**src/rtl/ram_loader_tx.sv**
```systemverilog
// ram_loader_tx: transmit side of the CPLD serial firmware-load protocol.
// Optional running byte checksum: define RAM_LOADER_TX_CHECKSUM_EN.
module ram_loader_tx #(
    parameter int AWIDTH      = 16,
    parameter int RAM_SIZE    = 16384,
    parameter int CLK_DIV     = 4,
    parameter int TRAILER_MAX = 8
) (
    input  logic              dsp_clk,
    input  logic              ram_loader_rst,
    input  logic              go,
    output logic [AWIDTH-1:0] src_addr,
    output logic              src_rd,
    input  logic [7:0]        src_data,
    input  logic              src_valid,
    output logic              cpld_clk,
    output logic              cpld_din,
    output logic              cpld_detached,
    input  logic              cpld_start,
    input  logic              cpld_mode,
    input  logic              cpld_done,
    output logic              busy,
    output logic              tx_done,
    output logic              tx_error,
    output logic [15:0]       checksum
);

    typedef enum logic [3:0] {
        S_IDLE, S_ARM, S_DETACH, S_FETCH, S_LOW,
        S_HIGH, S_TRAILER, S_DONE, S_ERROR
    } state_t;

    localparam logic [AWIDTH-1:0] LAST_ADDR = AWIDTH'(RAM_SIZE - 1);
    localparam logic [7:0]        DIV_LAST  = 8'(CLK_DIV - 1);
    localparam logic [7:0]        TMAX      = 8'(TRAILER_MAX);

    state_t            state, state_n;
    logic [1:0]        start_q, mode_q, done_q;
    logic              start_s, mode_s, done_s;
    logic [7:0]        cnt, cnt_n;
    logic [2:0]        bitcnt, bitcnt_n;
    logic [7:0]        shreg, shreg_n;
    logic [AWIDTH-1:0] addr_n;
    logic              clk_n, din_n, rd_n;
    logic [7:0]        tcnt, tcnt_n;
    logic              last;

`ifdef RAM_LOADER_TX_CHECKSUM_EN
    logic [15:0] csum, csum_n;
    assign checksum = csum;
`else
    assign checksum = 16'h0000;
`endif

    assign start_s = start_q[1];
    assign mode_s  = mode_q[1];
    assign done_s  = done_q[1];
    assign last    = (cnt == DIV_LAST);

    assign busy          = !(state inside {S_IDLE, S_DONE, S_ERROR});
    assign cpld_detached = state inside {S_IDLE, S_ARM, S_DONE, S_ERROR};
    assign tx_done       = (state == S_DONE);
    assign tx_error      = (state == S_ERROR);

    // Two-flop synchronisers for the asynchronous receiver flags.
    always_ff @(posedge dsp_clk or posedge ram_loader_rst) begin
        if (ram_loader_rst) begin
            start_q <= 2'b00;
            mode_q  <= 2'b00;
            done_q  <= 2'b00;
        end else begin
            start_q <= {start_q[0], cpld_start};
            mode_q  <= {mode_q[0], cpld_mode};
            done_q  <= {done_q[0], cpld_done};
        end
    end

    // State and datapath registers.
    always_ff @(posedge dsp_clk or posedge ram_loader_rst) begin
        if (ram_loader_rst) begin
            state    <= S_IDLE;
            cnt      <= 8'd0;
            bitcnt   <= 3'd0;
            shreg    <= 8'd0;
            src_addr <= '0;
            cpld_clk <= 1'b0;
            cpld_din <= 1'b0;
            src_rd   <= 1'b0;
            tcnt     <= 8'd0;
`ifdef RAM_LOADER_TX_CHECKSUM_EN
            csum     <= 16'h0000;
`endif
        end else begin
            state    <= state_n;
            cnt      <= cnt_n;
            bitcnt   <= bitcnt_n;
            shreg    <= shreg_n;
            src_addr <= addr_n;
            cpld_clk <= clk_n;
            cpld_din <= din_n;
            src_rd   <= rd_n;
            tcnt     <= tcnt_n;
`ifdef RAM_LOADER_TX_CHECKSUM_EN
            csum     <= csum_n;
`endif
        end
    end

    // Next-state, serial timing and byte sequencing.
    always_comb begin
        state_n  = state;
        cnt_n    = cnt + 8'd1;
        bitcnt_n = bitcnt;
        shreg_n  = shreg;
        addr_n   = src_addr;
        clk_n    = cpld_clk;
        din_n    = cpld_din;
        rd_n     = 1'b0;
        tcnt_n   = tcnt;
`ifdef RAM_LOADER_TX_CHECKSUM_EN
        csum_n   = csum;
`endif
        unique case (state)
            S_IDLE, S_DONE, S_ERROR: begin
                clk_n = 1'b0;
                if (go) begin
                    state_n = S_ARM;
                    addr_n  = '0;
`ifdef RAM_LOADER_TX_CHECKSUM_EN
                    csum_n  = 16'h0000;
`endif
                end
            end
            S_ARM: begin
                if (start_s) begin
                    state_n = S_DETACH;
                    cnt_n   = 8'd0;
                end
            end
            S_DETACH: begin
                clk_n = 1'b0;
                if (!start_s) begin
                    state_n = S_ERROR;
                end else if (last) begin
                    state_n = S_FETCH;
                    rd_n    = 1'b1;
                    cnt_n   = 8'd0;
                end
            end
            S_FETCH: begin
                clk_n = 1'b0;
                if (!start_s) begin
                    state_n = S_ERROR;
                end else if (src_valid) begin
                    state_n  = S_LOW;
                    shreg_n  = src_data;
                    bitcnt_n = 3'd7;
                    din_n    = src_data[7];
                    cnt_n    = 8'd0;
`ifdef RAM_LOADER_TX_CHECKSUM_EN
                    csum_n   = csum + {8'h00, src_data};
`endif
                end
            end
            S_LOW: begin
                if (!start_s) begin
                    state_n = S_ERROR;
                    clk_n   = 1'b0;
                end else if (last) begin
                    state_n = S_HIGH;
                    clk_n   = 1'b1;
                    cnt_n   = 8'd0;
                end
            end
            S_HIGH: begin
                if (!start_s) begin
                    state_n = S_ERROR;
                    clk_n   = 1'b0;
                end else if (last) begin
                    clk_n = 1'b0;
                    cnt_n = 8'd0;
                    if (bitcnt != 3'd0) begin
                        state_n  = S_LOW;
                        shreg_n  = {shreg[6:0], 1'b0};
                        din_n    = shreg[6];
                        bitcnt_n = bitcnt - 3'd1;
                    end else if (src_addr != LAST_ADDR) begin
                        state_n = S_FETCH;
                        addr_n  = src_addr + 1'b1;
                        rd_n    = 1'b1;
                    end else begin
                        state_n = S_TRAILER;
                        din_n   = 1'b0;
                        tcnt_n  = 8'd0;
                    end
                end
            end
            S_TRAILER: begin
                din_n = 1'b0;
                if (last) begin
                    cnt_n = 8'd0;
                    clk_n = !cpld_clk;
                    if (!cpld_clk) begin
                        tcnt_n = tcnt + 8'd1;
                    end else if (mode_s && done_s && tcnt >= 8'd2) begin
                        state_n = S_DONE;
                    end else if (tcnt >= TMAX) begin
                        state_n = S_ERROR;
                    end
                end
            end
            default: begin
                state_n = S_IDLE;
                clk_n   = 1'b0;
            end
        endcase
    end

endmodule

```
**config.mk**
```make
export PLATFORM = sky130hd
export DESIGN_NAME = ram_loader_tx
export DESIGN_NICKNAME = d
export VERILOG_FILES = /design/src/rtl/ram_loader_tx.sv
export SDC_FILE = /design/constraint.sdc
export NUM_CORES = 1
export LEC_CHECK = 0
export BUFFER_PORTS_ARGS = -buffer_cell sky130_fd_sc_hd__buf_2
export CAP_MARGIN = 5
export CORE_MARGIN = 2
export CORE_UTILIZATION = 45
export CTS_CLUSTER_SIZE = 16
export DETAILED_ROUTE_END_ITERATION = 16
export GPL_TIMING_DRIVEN = 0
export PLACE_DENSITY = 0.63
export SYNTH_ARGS = -nofsm -noshare
export SYNTH_HDL_FRONTEND = slang
export SYNTH_SLANG_ARGS = --single-unit
```
**constraint.sdc**
```tcl
create_clock -name dsp_clk -period 5.45 [get_ports dsp_clk]
set_clock_uncertainty 0.1 [all_clocks]
set_input_delay 0 -clock dsp_clk [delete_from_list [all_inputs] [get_ports dsp_clk]]
set_output_delay 0 -clock dsp_clk [all_outputs]
set_load 0.05 [all_outputs]
```
==> impl_metrics.toml <==
[outcome]
status = "complete, no violations"

[die]
num_rows = 31
core-area_sq_mm = 0.00725
dieWidth_um = 90.5
start_util_pct = 46.4
die_area_sq_mm = 0.00819
die_h_um = 90.5
ios = 54

[synth]
synth_seq_cells = 55
synth_top_cell_area_share_pct = 40.9
ys_seq_area_share_pct = 40.9
synth.most_common_cell = "dfrtp_1"
yosys.area.top_type = "dfrtp_1"
synth_area_sq_mm = 0.00337
ys_warn_count = 0
ys.flop_type = "dfrtp_1"
synthTopCellsByCount = "55 x dfrtp_1, 39 x nand2_1, 33 x nor2_1"
synthCells = 374
ys_async_sr_fraction_pct = 100
syn-mean-instance-area_sq_um = 9.00
synth_cell_types = 64
synthTopCellsByArea = "dfrtp_1 41%, nand2_1 4.3%, buf_4 3.8%"
synth_edf_count = 0

[place]
port_buffers = 37
placedCellCount = 526
post-dp-hpwl_um = 5460
gp_congestion = 0.862
place_ws_ns = 3.06

[timing]
setup_slack_ns = 3.04
maxSlewHeadroom_pct = 40.9
tightest_slew_ns = 0.879
final-hold-violation-count = 0
finalSetupViolCount = 0
tns_ns = 0
period_minus_slack_ns = 2.41
max_freq_ghz = 0.414
rsz0062_at_grt = "false"
fin_crit_sh_pct = 44.3
drv_slew = 0

[critical_path]
crit_required_ns = 5.56
r2r-start = "src_addr[0]"
crit_arrival_ns = 2.53
crit_path_end_kind = "register"
r2r-end = "src_addr[12]"
startpoint_type = "register"
r2r_cells = 9
path_class = "register to register"
reg2reg_slack_ns = 3.04
cp_max_fo = 10

[pwr]
clkPwrFrac_pct = 19.5
power.density_mw_per_mm2 = 357
p_switching_w = 0.000590
combPwrFrac_pct = 43.2
swShare_pct = 41.3
seq_power_share_pct = 37.3
peakVddDrop_mv = 0.254
cellLeakagePower_nw = 1.81
p_int_w = 0.000837

[cts]
cts_buffers = 5
h-tree-depth = 2
cts_tree = "yes"
postCtsHoldBufs = 13
post_cts.repair.setup_buffers = 0
clk_path_buf_depth = 2
clkSinkCount = 55
postCtsResizedCells = 0
clockRootBuffer = "clkbuf_8"
path_clk_slew_ns = 0.10
clock_latency_ns = 0.32

[global_routing]
grt_pass1_vias = 2719
grt_max_degree = 34
antenna_found_initial = 0
grt_pass1_wl_um = 12900
grt_util_all_layers_pct = 19.2
overflow = 0

[detailed_routing]
ant_nets = 0
drc_errors = 0
drt-initial-drc-count = 196
via_count = 2926
dr.pass1.iters = 4
wirelength_um = 7700
wl_per_cell_um = 14.1
viasPerCell = 5.35

[finish]
area_delta_synth_final_pct = 18.7
finalNonFillerCells = 547
final_nets = 468
diodes = 0
drive_gt1_share_pct = 21.2
n_fill_cell = 686

[job]
drv_cap = 0

[worst_hold_path]
hp-class = "input port to async pin"
power groups by stage:
stage / Combinational (W) / Clock (W) / Sequential [W]
detailed placement: 0.000606 / 0 / 0.000541
finish: 0.000616 / 0.000279 / 0.000532
global placement: 0.000597 / 0 / 0.000538
global route: 0.000677 / 0.000301 / 0.000540
CTS: 0.000614 / 0.000288 / 0.000532
floorplan: 0.000470 / 0 / 0.000543
worst max-delay path by stage:
| stage | startpoint | to | depth (start not counted) |
|---|---|---|---|
| 6_report | src_addr[0] | src_addr[12] | 9 |
| 3_5_place_dp | src_addr[0] | src_addr[12] | 9 |
| 2_1_floorplan | state[0] | state[1] | 6 |
| 3_3_place_gp | src_addr[0] | src_addr[12] | 9 |
| 5_1_grt | src_addr[0] | src_addr[2] | 9 |
| 4_1_cts | src_addr[0] | src_addr[12] | 9 |
registers in the layout, summed over array words and instances (netlist names):
register / cells
start_q: 2
state: 4
bitcnt: 3
cpld_clk: 1
shreg: 7
tcnt: 8
src_rd: 1
done_q: 2
cnt: 8
mode_q: 2
cpld_din: 1
src_addr: 16
logic make-up after synthesis:
logic type / count (synthesis) / synth area share (%)
other: 1 / 0.111
buffers and inverters: 50 / 8.40
XOR/XNOR: 7 / 1.82
adder cells (fa/ha/maj): 6 / 2.23
multiplexers: 4 / 1.30
flip-flops: 55 / 40.9
AO/OA/AOI/OAI: 95 / 20.2
AND/OR/NAND/NOR: 156 / 25.0
per-stage QoR:
| step | total power [W] | area (sq um) | hold WS, ns | utilization (%) |
|---|---|---|---|---|
| detailed placement | 0.00115 | 3750 | -0.0325 | 51.7 |
| global route | 0.00152 | 3990 | 0.200 | 55.1 |
| finish | 0.00143 | 3990 | 0.141 | 55.1 |
| floorplan | 0.00101 | 3420 | -0.0686 | - |
| CTS | 0.00143 | 3990 | 0.151 | 55.1 |
| global placement | 0.00113 | 3730 | 0.00816 | 51.4 |
placed cells by master, fill, tap and decap left out, types with 10 or more instances in the layout:
cell type,synthesis,final
dfrtp_1,55,55
buf_2,6,43
nand2_1,39,39
nor2_1,33,33
nand3_1,20,20
buf_4,17,17
o21ai_0,16,16
o21ai_1,16,16
conb_1,1,16
a31oi_1,14,14
dlygate4sd3_1,0,13
inv_1,13,12
clkbuf_1,10,10
o31ai_1,10,10
critical path, cell delays in order (launching register included):
cell     delay (ns)
dfrtp_1        0.43
ha_1           0.23
nand3_2        0.14
or4_1          0.56
buf_6          0.17
a31oi_4        0.22
buf_6          0.17
buf_6          0.14
o21ai_1        0.07
o41ai_1        0.07
routing by layer:
layer,vias to the layer above,global-route usage (%),wire length [um]
li1,1463,-,-
met1,1377,26.5,3590
met2,79,31.2,3640
met3,7,2.84,402
met4,0,6.03,70
met5,-,0,0
cell type report:
type / instances / area [sq um] / area share, %
inverter: 13 / 48.8 / 1.22
clock buffer: 5 / 68.8 / 1.72
tap: 99 / 124 / 3.10
multi-input combinational: 284 / 1760 / 44.1
sequential: 55 / 1380 / 34.5
buffer: 37 / 234 / 5.86
timing repair buffer: 51 / 335 / 8.40
clock inverter: 3 / 43.8 / 1.10
No activity file was read; power rests on OpenSTA's default activity.
